`src/rtl/id_imm_ctrl.sv`:
```
// Decode-stage controller for the RV32 immediate generator: classifies instructions, drives the
// generator select, and buffers {instr, pc, imm, sel} in order toward execute. Option: ID_ILLEGAL_DET_EN.
module id_imm_ctrl #(
  parameter int unsigned PC_W      = 32,
  parameter int unsigned BUF_DEPTH = 2
) (
  input  logic            clk,
  input  logic            rst_n,
  input  logic            flush,
  input  logic            in_valid,
  output logic            in_ready,
  input  logic [31:0]     in_instr,
  input  logic [PC_W-1:0] in_pc,
  output logic [24:0]     imm_src,
  output logic [2:0]      imm_sel,
  input  logic [31:0]     imm_val,
  output logic            out_valid,
  input  logic            out_ready,
  output logic [31:0]     out_instr,
  output logic [PC_W-1:0] out_pc,
  output logic [31:0]     out_imm,
  output logic [2:0]      out_imm_sel,
  output logic            out_has_imm,
  output logic            out_illegal
);

  localparam int unsigned PtrW = (BUF_DEPTH > 1) ? $clog2(BUF_DEPTH) : 1;
  localparam int unsigned CntW = PtrW + 1;

  localparam logic [6:0] OpcOpImm  = 7'b0010011;
  localparam logic [6:0] OpcLoad   = 7'b0000011;
  localparam logic [6:0] OpcJalr   = 7'b1100111;
  localparam logic [6:0] OpcSystem = 7'b1110011;
  localparam logic [6:0] OpcStore  = 7'b0100011;
  localparam logic [6:0] OpcBranch = 7'b1100011;
  localparam logic [6:0] OpcLui    = 7'b0110111;
  localparam logic [6:0] OpcAuipc  = 7'b0010111;
  localparam logic [6:0] OpcJal    = 7'b1101111;
  localparam logic [6:0] OpcOp     = 7'b0110011;
  localparam logic [6:0] OpcMisc   = 7'b0001111;

  localparam logic [2:0] SelNone = 3'b111;

  logic [31:0]     instr_q [BUF_DEPTH];
  logic [PC_W-1:0] pc_q    [BUF_DEPTH];
  logic [31:0]     imm_q   [BUF_DEPTH];
  logic [2:0]      sel_q   [BUF_DEPTH];

  logic [PtrW-1:0] wr_ptr_q, rd_ptr_q;
  logic [CntW-1:0] cnt_q, cnt_d;
  logic            push, pop;
  logic [31:0]     wr_imm;

  assign imm_src = in_instr[31:7];

  always_comb begin
    imm_sel = SelNone;
    case (in_instr[6:0])
      OpcOpImm: imm_sel = (in_instr[14:12] == 3'b001 || in_instr[14:12] == 3'b101) ? 3'b101 : 3'b000;
      OpcLoad, OpcJalr, OpcSystem: imm_sel = 3'b000;
      OpcStore:                    imm_sel = 3'b001;
      OpcBranch:                   imm_sel = 3'b010;
      OpcLui, OpcAuipc:            imm_sel = 3'b011;
      OpcJal:                      imm_sel = 3'b100;
      default:                     imm_sel = SelNone;
    endcase
  end

  assign in_ready  = (cnt_q != CntW'(BUF_DEPTH));
  assign out_valid = (cnt_q != '0);
  assign push      = in_valid & in_ready & ~flush;
  assign pop       = out_valid & out_ready & ~flush;
  // The generator output is garbage for the no-immediate select; store a clean zero.
  assign wr_imm    = (imm_sel == SelNone) ? 32'h0 : imm_val;

  always_comb begin
    cnt_d = cnt_q;
    if (flush) begin
      cnt_d = '0;
    end else if (push && !pop) begin
      cnt_d = cnt_q + CntW'(1);
    end else if (pop && !push) begin
      cnt_d = cnt_q - CntW'(1);
    end
  end

  always_ff @(posedge clk or negedge rst_n) begin
    if (!rst_n) begin
      cnt_q    <= '0;
      wr_ptr_q <= '0;
      rd_ptr_q <= '0;
    end else begin
      cnt_q <= cnt_d;
      if (flush) begin
        wr_ptr_q <= '0;
        rd_ptr_q <= '0;
      end else begin
        if (push) wr_ptr_q <= wr_ptr_q + PtrW'(1);
        if (pop)  rd_ptr_q <= rd_ptr_q + PtrW'(1);
      end
    end
  end

  // Entries reset so the head reads the documented idle values after reset.
  always_ff @(posedge clk or negedge rst_n) begin
    if (!rst_n) begin
      for (int i = 0; i < int'(BUF_DEPTH); i++) begin
        instr_q[i] <= '0;
        pc_q[i]    <= '0;
        imm_q[i]   <= '0;
        sel_q[i]   <= SelNone;
      end
    end else if (push) begin
      instr_q[wr_ptr_q] <= in_instr;
      pc_q[wr_ptr_q]    <= in_pc;
      imm_q[wr_ptr_q]   <= wr_imm;
      sel_q[wr_ptr_q]   <= imm_sel;
    end
  end

  assign out_instr   = instr_q[rd_ptr_q];
  assign out_pc      = pc_q[rd_ptr_q];
  assign out_imm     = imm_q[rd_ptr_q];
  assign out_imm_sel = sel_q[rd_ptr_q];
  assign out_has_imm = (sel_q[rd_ptr_q] != SelNone);

`ifdef ID_ILLEGAL_DET_EN
  logic ill_q [BUF_DEPTH];
  logic recognised;

  // Every recognised opcode ends in 2'b11, so this also rejects compressed encodings.
  always_comb begin
    recognised = 1'b0;
    case (in_instr[6:0])
      OpcOpImm, OpcLoad, OpcJalr, OpcSystem, OpcStore, OpcBranch,
      OpcLui, OpcAuipc, OpcJal, OpcOp, OpcMisc: recognised = 1'b1;
      default:                                  recognised = 1'b0;
    endcase
  end

  always_ff @(posedge clk or negedge rst_n) begin
    if (!rst_n) begin
      for (int i = 0; i < int'(BUF_DEPTH); i++) ill_q[i] <= 1'b0;
    end else if (push) begin
      ill_q[wr_ptr_q] <= ~recognised;
    end
  end

  assign out_illegal = ill_q[rd_ptr_q];
`else
  assign out_illegal = 1'b0;
`endif

endmodule

```
`config.mk`:
```
export PLATFORM = sky130hd
export DESIGN_NAME = id_imm_ctrl
export DESIGN_NICKNAME = d
export VERILOG_FILES = /design/src/rtl/id_imm_ctrl.sv
export SDC_FILE = /design/constraint.sdc
export NUM_CORES = 1
export LEC_CHECK = 0
export BUFFER_PORTS_ARGS = -buffer_cell sky130_fd_sc_hd__buf_2
export CAP_MARGIN = 0
export CELL_PAD_IN_SITES_DETAIL_PLACEMENT = 2
export CELL_PAD_IN_SITES_GLOBAL_PLACEMENT = 2
export CORE_MARGIN = 3
export CORE_UTILIZATION = 34
export CTS_CLUSTER_SIZE = 20
export DETAILED_ROUTE_END_ITERATION = 16
export GPL_ROUTABILITY_DRIVEN = 0
export PLACE_DENSITY_LB_ADDON = 0.1
export SETUP_SLACK_MARGIN = 0.02
export SYNTH_ARGS = -nofsm -noshare
export SYNTH_HDL_FRONTEND = slang
export SYNTH_SLANG_ARGS = --single-unit
```
`constraint.sdc`:
```
create_clock -name clk -period 2.85 [get_ports clk]
set_input_delay 0 -clock clk [delete_from_list [all_inputs] [get_ports clk]]
set_output_delay 0 -clock clk [all_outputs]
set_load 0.005 [all_outputs]
```
* Yosys cells after proc, flatten, opt, wreduce, memory -nomap -nowiden *
Cells that the tools add are included.

storage, ports and cells
  word-level logic and storage cells = 81
  output and inout bits = 131
  RAM bits = 0
  ROM bits = 0
  memories = 0
  bits in latches = 0
  input port bits = 101
  flip-flop bits (word level) = 202

cells by class
  divide/modulo/power cells = 0
  $mul = 0
  shifts and indexed selects = 0
  reductions and logical operators = 12
  muxes and demuxes = 30
  add/sub/neg operators = 4
  $lt $le $gt $ge = 3
  equality and inequality tests = 14
  bitwise gates (word level) = 7

operator list
  kind                                                              number
  32-bit two-way mux                                                11
  64-bit bitwise mux                                                3
  32-bit demux with 1-bit select                                    1
  7-bit == test (second input constant)                             4
  3-bit case mux with 6 select lines                                1
  3-bit two-way mux                                                 5
  7-bit by 5-bit == test with 1-bit output (second input constant)  2
  7-bit by 6-bit == test with 1-bit output (second input constant)  2
  7-bit by 2-bit == test with 1-bit output (second input constant)  1
  6-bit bitwise mux                                                 1
  3-bit == test (second input constant)                             2
  2-bit two-way mux                                                 3
  2-bit nonzero test                                                3
  1-bit AND                                                         4
  2-bit greater-or-equal comparator (second input constant)         2
  1-bit two-way mux                                                 4
  1-bit NOT with 2-bit output                                       2
  3-bit demux with 1-bit select                                     1
  3-bit by 1-bit == test with 1-bit output (second input constant)  1
  1-bit logical AND                                                 3
  3-bit inequality test (second input constant)                     1
  3-bit nonzero test                                                1
  3-bit OR reduction                                                1
  1-bit adder (second input constant)                               2
  8 further kinds                                                   9

* Logic depth before layout (Yosys ltp) *
Gate-level depths: netlist of run 1.

  word-level depth = 8
  gate-level depth with buffers = 8
  gate-level depth less buffers = 4

* Worst setup path before layout of run 1 *
Ideal clock, no wire load.

  path type = register to register
  start point = reg cnt_q[0]
  end point = reg instr_q[22] in the netlist's numbering
  setup time = 65 ps
  buffers on the path = 3
  cell stages (with the launch flop) = 8
  arrival = 1,445 ps
  period minus slack after synthesis = 1,510 ps
  data required time = 2,785 ps
  path slack = 1,340 ps
  path through = dfrtp_1 -> nand2b_1 -> buf_2 -> nand4b_1 -> clkbuf_1 -> buf_2 -> nand2_1 -> nand2_1

on the way
  longest elaborated chain between the ends = 3

ends and longest elaborated chain
  what                             RTL line  text
  from (decl)                      50        logic [CntW-1:0] cnt_q, cnt_d;
  from (signal assigned)           93        cnt_q <= cnt_d;
  2-bit inequality test            69        assign in_ready = (cnt_q != CntW'(BUF_DEPTH));
  net in_ready                     11        output logic in_ready,
  1-bit AND (2 in series)          71        assign push = in_valid & in_ready & ~flush;
  to (signal, indexed assignment)  114       instr_q[wr_ptr_q] <= in_instr;
  to (decl)                        44        logic [31:0] instr_q [BUF_DEPTH];

The timed path passes the listed nets, and every way through them passes these cells.
A chain may end at the register's enable or synchronous reset.

* Final worst setup path of run 1 *
  start point = reg rd_ptr_q
  end point = out out_imm[4]

on the way
  longest elaborated chain between the ends = 4

ends and longest elaborated chain
  what                                                    RTL line  text
  from (decl)                                             49        logic [PtrW-1:0] wr_ptr_q, rd_ptr_q;
  from (signal assigned)                                  99        if (pop) rd_ptr_q <= rd_ptr_q + PtrW'(1);
  1-bit NOT with 2-bit output (implied by the code)       123       assign out_imm = imm_q[rd_ptr_q];
  32-bit two-way mux (implied by the code) (3 in series)  123
  to (decl)                                               21        output logic [31:0] out_imm,

Every way passes these cells. The select of a mux whose other input is x is not followed.

==> flow_metrics.tcl, run 1 <==
set metrics [dict create \
    ys_seq_area_share_pct 54.58 \
    crit_slowest_cell "dfrtp_4" \
    die_area_sq_um 29300 \
    relSlewSlack_pct 52.45 \
    syn2layout_area_growth_pct 33.75 \
    pwr-share-seq_pct 44.1 \
    ant_nets 0 \
    path_clk_slew_ns 0.06 \
    synthTopCellsByCount "nand2_1, dfrtp_1, mux2_2" \
    pin_count 232 \
    timing.final.ws_setup_ns 0.6632 \
    syn_nets 1126 \
    violations "negative hold slack" \
    startpoint "rd_ptr_q" \
    cap_viol_max_count 0 \
    yosysTopAreaCell "dfrtp_1" \
    pre_cts_slack_ns 0.7902 \
    pwr_density_cell_nw_per_um2 672.9 \
    switching_share_pct 28.37 \
    netlist_area_sq_um 9275 \
    n_fill_cell 2876 \
    endpoint "out_imm[4]" \
    drtIter0Drc 308 \
    synth_most_common_cell "nand2_1" \
    reg2reg_setup_slack_ns 0.80 \
    final_util_pct 46.94 \
    fin_crit_sh_pct 76.73 \
    min_period_ns 2.187 \
    multiInputGateArea_sq_um 3769 \
    fp.coreArea_sq_um 26430 \
    vias_per_cell 4.916 \
    io_buffers 230 \
    skew_ns 0.01236 \
    start_util_pct 35.10 \
    grt-ovfl-total 0 \
    worstPathArrival_ns 2.19 \
    die_height_um 171.2 \
    first_global_vias 9197 \
    timing.rr.end "imm_q[35]" \
    peakVddDrop_mv 0.3184 \
    clkSinkCount 202 \
    power.switching_mw 2.368 \
    setup.worst_path.end_class "output port" \
    fmax_mhz 457.3 \
    routedWlPerCell_um 18.72 \
    hold_viol_final 2 \
    yosys.area.top_type_share_pct 52.88 \
    async_flop_share_pct 100.0 \
    cts.htree.levels 1 \
    worstRegToRegCells 5 \
    dr.pass1.iters 4 \
    path_class "reg -> out" \
    grt_use_total_pct 20.95 \
    crit_fanout 27 \
    drive_above_1_share_pct 29.77 \
    clkLatencyLatePin_ns 0.51 \
    grt_max_degree 68 \
    cts_tree "built" \
    seq_area_sq_um 5066 \
    p_leak_nw 6.293 \
    rsz0062_at_grt "false" \
    wirelength_um 31020 \
    outcome "finished, violations left" \
    required_ns 2.85 \
    critPathMaxStageDelay_ns 0.71 \
    dp_hpwl_um 18430 \
    grt_antenna_before_repair 1 \
    grt_pass1_wl_um 49470 \
    yosys_warnings 0 \
    ys_ff_latch 202 \
    clk_path_buf_depth 3 \
    fp.dieW_um 171.2 \
    cts_inserted_buffers 24 \
    fin_hold_ws_ns -0.006918 \
    postSynthCellCount 1025 \
    placement_rows 59 \
    synth-main-ff-cell "dfrtp_1" \
    rr_startpoint "cnt_q[0]" \
    setup_viol 0 \
    drc 0 \
    tightest_slew_ns 0.7132 \
    pwr-share-clk_pct 36.0 \
    yosysUniqueCellTypes 34 \
    p_comb_share_pct 19.9 \
    post-cts-setup-buffers 0 \
    slew_viol_final 0 \
    avgSynthCellArea_sq_um 9.049 \
    worstSetupStartpointType "flip-flop" \
    nets 1407 \
    setup_tns_ns 0 \
    synth_edf_count 0 \
    hold_class "in -> async" \
    p_int_mw 5.979 \
    path_cells "buf_4 -> mux2_2 -> buf_2" \
    root_buffer "clkbuf_16" \
    vias 8145 \
    ys_top_cells_by_area "dfrtp_1, nand2_1, mux2_2" \
]
[routing by layer]
layer	global-route usage (%)	part of all wire, %	vias up
li1	-	-	3805
met1	26.51	44	4105
met2	37.76	50	195
met3	3.512	4.5	40
met4	4.479	1.7	0
met5	0	0	-
[what timing repair did]
item / 4_1_cts / 5_1_grt
endpoints found under the setup margin: 0 / 0
gates resized for setup: 0 / 0
hold buffers: 100 / 0
endpoints found under the hold margin: 398 / 0
[layout by cell type, fill, tap and decap left out, drive strengths merged, types with 3 or more instances in the layout]
cell,synthesis,final
nand2,517,517
buf,55,245
dfrtp,196,196
dlygate4sd3,0,100
mux2,99,99
o21ai,65,65
clkbuf,36,38
nor2,12,12
a31oi,7,7
dfstp,6,6
nor2b,3,3
nand2b,3,3
clkinv,0,3
[through the flow]
stage	instance area [sq um]	cells	power (mW)
global route	12400	1656	8.841
finish	12410	1657	8.348
floorplan	9275	1025	4.529
global placement	10630	1515	5.191
CTS	12400	1655	8.434
detailed placement	10630	1515	5.266
[critical path: cells and delay by family, from the launching register on]
kind                   cells  cell delay [ns]
buffers and inverters      2             0.55
flip-flops                 1             0.71
multiplexers               1             0.41
[kinds of logic (layout without fill, tap and decap cells)]
logic type	after synthesis	after routing	share of synthesized area (%)
XOR/XNOR	2	2	0.1889
multiplexers	101	101	12.24
other	1	3	0.04043
AND/OR/NAND/NOR	549	549	23.03
AO/OA/AOI/OAI	79	79	4.802
buffers and inverters	91	386	5.126
flip-flops	202	202	54.58
[sequential cells by signal (all words and copies together), names as in the netlist]
register	flops
instr_q	64
cnt_q	2
sel_q	6
rd_ptr_q	1
wr_ptr_q	1
pc_q	64
imm_q	64
[power by group through the flow]
stage	registers, mW	clock network, mW	logic (mW)
final	3.68	3.00	1.67
after global routing	3.75	3.20	1.89
after CTS	3.68	3.08	1.68
after detailed placement	3.72	0	1.55
after global placement	3.70	0	1.50
after floorplan	3.61	0	0.922
[worst min-delay path by stage]
stage,slack (ns),startpoint,cells past startpoint,endpoint
6_report,-0.007,rst_n,2,instr_q[8]
5_1_grt,0.02,rst_n,2,instr_q[8]
4_1_cts,0.003,rst_n,2,instr_q[8]
3_5_place_dp,-0.02,rst_n,1,instr_q[8]
3_3_place_gp,-0.02,rst_n,1,instr_q[40]
2_1_floorplan,-0.30,rst_n,0,cnt_q[0]
[cell type report]
cell class / instances / share of cell area (%)
Sequential cell: 202 / 40.84
Timing Repair Buffer: 346 / 19.19
Tap cell: 335 / 3.379
Clock buffer: 37 / 6.051
Antenna cell: 2 / 0.04034
Clock inverter: 3 / 0.1210
Multi-Input combinational cell: 732 / 30.38
Power figures use the tool's default switching activity.
==> run 2: changes to the inputs <==
Settings changed: CORE_UTILIZATION 34 to 32.
Clock period 2.85 ns to 2.07 ns, I/O delays scaled along.
==> flow_metrics.tcl, run 2 (synthesis results as in run 1) <==
set metrics [dict create \
    n_fill_cell 3106 \
    fmax_mhz 525.8 \
    die_area_sq_um 31060 \
    syn2layout_area_growth_pct 35.42 \
    drtIter0Drc 348 \
    p_leak_nw 6.351 \
    pwr-share-clk_pct 36.3 \
    skew_ns 0.006899 \
    final_cell_mix "nand2_1, buf_2, dfrtp_1" \
    drive_above_1_share_pct 30.35 \
    vias_per_cell 4.746 \
    placement_rows 61 \
    timing.final.ws_setup_ns 0.1681 \
    grt_pass1_wl_um 50730 \
    dp_cells 1562 \
    io_buffers 230 \
    fin_crit_sh_pct 91.88 \
    clkLatencyLatePin_ns 0.52 \
    routedWlPerCell_um 18.28 \
    layout_commonest_cell "nand2_1" \
    required_ns 2.07 \
    setup.worst_path.end_class "output port" \
    clk_path_buf_depth 3 \
    final_util_pct 44.60 \
    start_util_pct 32.93 \
    wirelength_um 31190 \
    n_antenna_cell 0 \
    grt_use_total_pct 20.13 \
    crit_fanout 49 \
    worstPathArrival_ns 1.90 \
    switching_share_pct 28.57 \
    fp.coreArea_sq_um 28160 \
    ant_nets 0 \
    setup_viol 0 \
    path_class "reg -> out" \
    cap_viol_max_count 0 \
    root_buffer "clkbuf_16" \
    top_regs "imm_q: 64 flops, instr_q: 64 flops, pc_q: 64 flops" \
    pre_cts_slack_ns 0.2370 \
    hold_class "in -> async" \
    pin_count 232 \
    min_period_ns 1.902 \
    nets 1412 \
    drc 0 \
    rsz0062_at_grt "false" \
    seq_area_sq_um 5066 \
    peakVddDrop_mv 0.4149 \
    post-cts-setup-buffers 0 \
    cts_tree "built" \
    fp.dieW_um 176.3 \
    first_global_vias 9226 \
    slew_viol_final 0 \
    cts_inserted_buffers 25 \
    worstSetupStartpointType "flip-flop" \
    relSlewSlack_pct 55.75 \
    tightest_slew_ns 0.6554 \
    pwr-share-seq_pct 43.6 \
    dr.pass1.iters 4 \
    die_height_um 176.3 \
    clkSinkCount 202 \
    cts.htree.levels 1 \
    vias 8096 \
    outcome "completed" \
    setup_tns_ns 0 \
    grt-ovfl-total 0 \
    multiInputGateArea_sq_um 3770 \
    power.switching_mw 3.307 \
    pwr_density_cell_nw_per_um2 921.7 \
    grt_max_degree 69 \
    path_clk_slew_ns 0.06 \
    layoutNonFillerInstCount 1706 \
    grt_antenna_before_repair 0 \
    p_int_mw 8.270 \
    p_comb_share_pct 20.1 \
    dp_hpwl_um 18680 \
    hold_viol_final 0 \
]
## run 2: power groups by stage
| stage | combinational [mW] | sequential, mW | clock, mW |
|---|---|---|---|
| after floorplan | 1.27 | 4.97 | 0 |
| final | 2.33 | 5.05 | 4.20 |
| after CTS | 2.37 | 5.05 | 4.33 |
| after detailed placement | 2.19 | 5.10 | 0 |
| after global placement | 2.12 | 5.07 | 0 |
| after global routing | 2.65 | 5.15 | 4.51 |
## run 2: final timing paths
path,startpoint,end,cells past startpoint,slack (ns)
min reg2reg,instr_q[25],instr_q[25],2,0.47
min in group clk,in_pc[16],pc_q[16],4,0.22
max reg2reg,cnt_q[0],imm_q[1],5,0.24
max in group asynchronous,rst_n,pc_q[28],3,1.27
max,rd_ptr_q,out_has_imm,4,0.17
min,rst_n,instr_q[41],2,0.04
## run 2: final cells by class
| type | count | area share (%) |
|---|---|---|
| sequential | 202 | 40.33 |
| clock inverter | 8 | 0.3486 |
| clock buffer | 36 | 5.947 |
| multi-input combinational | 732 | 30.01 |
| timing repair buffer | 350 | 19.59 |
| tap | 378 | 3.765 |
## run 2: repair_timing
action | CTS | global route
hold endpoints to repair | 378 | 0
setup endpoints to repair | 0 | 3
resized for setup | 0 | 1
hold buffers | 100 | 0
## run 2: routing by layer
layer,vias to the layer above,global-route usage [%],share of wire [%]
met3,34,3.527,4.6
met4,0,4.058,1.6
met1,4081,26.25,44
li1,3805,-,-
met2,176,35.24,50
met5,-,0,0
## run 2: worst max-delay path, cell delays in order (launching register included)
cell     delay, ns
dfrtp_4       0.44
buf_12        0.28
mux2_2        0.42
nand3_1       0.10
buf_2         0.11
## run 2: per-stage QoR
stage	area (sq um)	total power [mW]	hold WS [ns]
after floorplan	9275	6.236	-0.2956
after global routing	12560	12.31	0.07281
final	12560	11.58	0.04162
after global placement	10770	7.181	0.04653
after CTS	12560	11.75	0.05258
after detailed placement	10770	7.296	0.03749
==> run 3: changes to the inputs <==
Clock period 2.07 ns to 1.8 ns, I/O delays scaled along.
==> flow_metrics.tcl, run 3 (synthesis results as in run 1) <==
set metrics [dict create \
    grt_use_total_pct 20.99 \
    wirelength_um 33710 \
    grt_pass1_wl_um 52490 \
    syn2layout_area_growth_pct 42.60 \
    n_fill_cell 3007 \
    skew_ns 0.007938 \
    cts_tree "built" \
    fmax_mhz 540.6 \
    drive_above_1_share_pct 31.05 \
    pwr-share-seq_pct 41.4 \
    p_comb_share_pct 22.0 \
    setup_tns_ns -0.2766 \
    grt-ovfl-total 0 \
    final_util_pct 46.96 \
    worstSetupStartpointType "flip-flop" \
    io_buffers 230 \
    root_buffer "clkbuf_16" \
    dp_hpwl_um 18760 \
    path_class "reg -> out" \
    dp_cells 1562 \
    pre_cts_slack_ns 0.1044 \
    clk_path_buf_depth 3 \
    setup_viol 22 \
    violations "negative hold slack, negative setup slack" \
    start_util_pct 32.93 \
    required_ns 1.80 \
    reg2reg_setup_slack_ns 0.16 \
    switching_share_pct 28.33 \
    clkSinkCount 202 \
    die_height_um 176.3 \
    layout_commonest_cell "nand2_1" \
    grt_max_degree 65 \
    worstRegToRegCells 5 \
    pwr-share-clk_pct 36.5 \
    hold_viol_final 2 \
    whs_path_depth 4 \
    relSlewSlack_pct 66.53 \
    pwr_density_cell_nw_per_um2 1062 \
    routedWlPerCell_um 19.54 \
    setup.worst_path.end_class "output port" \
    worstPathArrival_ns 1.85 \
    outcome "finished, violations left" \
    rr_startpoint "cnt_q[0]" \
    tightest_slew_ns 0.4942 \
    p_leak_nw 6.606 \
    power.switching_mw 3.979 \
    final_cell_mix "nand2_1, buf_2, dfrtp_1" \
    startpoint "rd_ptr_q" \
    vias 8269 \
    path_clk_slew_ns 0.06 \
    min_to "sel_q[0]" \
    first_global_vias 9586 \
    pin_count 232 \
    ant_nets 0 \
    dr.pass1.iters 4 \
    min_period_ns 1.850 \
    placement_rows 61 \
    fp.dieW_um 176.3 \
    crit_fanout 6 \
    rsz0062_at_grt "true" \
    nets 1429 \
    drc 0 \
    fin_crit_sh_pct 102.8 \
    drtIter0Drc 378 \
    fp.coreArea_sq_um 28160 \
    hold_class "in -> reg" \
    cts.htree.levels 1 \
    peakVddDrop_mv 0.5883 \
    timing.final.ws_setup_ns -0.04968 \
    holdCritStartpoint "in_instr[3]" \
    grt_antenna_before_repair 1 \
    die_area_sq_um 31060 \
    vias_per_cell 4.794 \
    cts_inserted_buffers 25 \
    cap_viol_max_count 0 \
    top_regs "imm_q: 64 flops, instr_q: 64 flops, pc_q: 64 flops" \
    slew_viol_final 0 \
    layoutNonFillerInstCount 1725 \
    p_int_mw 10.07 \
    timing.rr.end "pc_q[2]" \
    fin_hold_ws_ns -0.007163 \
    clkLatencyLatePin_ns 0.52 \
]
[run 3: changes by cell type in the layout (fill, tap and decap cells not counted), sizes merged]
cell / previous run / this run
diode: 0 / 1
clkinv: 7 / 4
clkbuf: 37 / 43
buf: 249 / 260
dlygate4sd3: 100 / 102
bufinv: 0 / 2
[run 3: worst max-delay path by stage]
stage,to,slack (ns)
after global placement,imm_q[35],0.21
after global routing,out_has_imm,-0.11
after detailed placement,imm_q[43],0.10
final,out_has_imm,-0.05
after floorplan,instr_q[22],0.29
after CTS,out_has_imm,-0.06
[run 3: worst max-delay path, stage by stage (launching register included)]
cell	delay [ns]
dfrtp_4	0.53
buf_12	0.16
buf_12	0.13
mux2_2	0.31
nand3_2	0.09
buf_2	0.11
[run 3: per-stage QoR]
stage	area (sq um)	power, mW
3_5_place_dp	10820	8.406
3_3_place_gp	10820	8.270
4_1_cts	12960	13.97
2_1_floorplan	9275	7.171
6_report	13230	14.05
5_1_grt	13230	14.87
[run 3: metal layers]
| metal | vias to the layer above | GRT usage [%] | part of all wire (%) |
|---|---|---|---|
| met5 | - | 0 | 0 |
| met4 | 0 | 5.015 | 1.9 |
| met3 | 41 | 3.892 | 4.7 |
| met2 | 190 | 39.16 | 51 |
| met1 | 4188 | 24.85 | 43 |
| li1 | 3850 | - | - |
[run 3: area by class of cell]
class	instances	area [sq um]	area share, %
sequential	202	5066	38.30
multi-input combinational	732	3796	28.70
timing repair buffer	367	3055	23.10
clock buffer	38	744.5	5.629
tap	378	473.0	3.576
clock inverter	7	88.84	0.6717
antenna	1	2.502	0.01892
[run 3: power by group through the flow]
| stage | registers [mW] | logic, mW | clock network (mW) |
|---|---|---|---|
| after floorplan | 5.71 | 1.46 | 0 |
| after global placement | 5.83 | 2.44 | 0 |
| after detailed placement | 5.88 | 2.53 | 0 |
| after CTS | 5.80 | 2.92 | 5.25 |
| after global routing | 5.93 | 3.46 | 5.48 |
| final | 5.82 | 3.10 | 5.13 |
[run 3: repair_timing]
item                                   in CTS  in global routing
pin swaps                                   1                  0
setup endpoints to repair                  93                111
endpoints found under the hold margin     400                  0
resized for setup                          28                 26
buffers inserted                            4                  2
cloned                                      4                  5
hold buffers                              102                  0
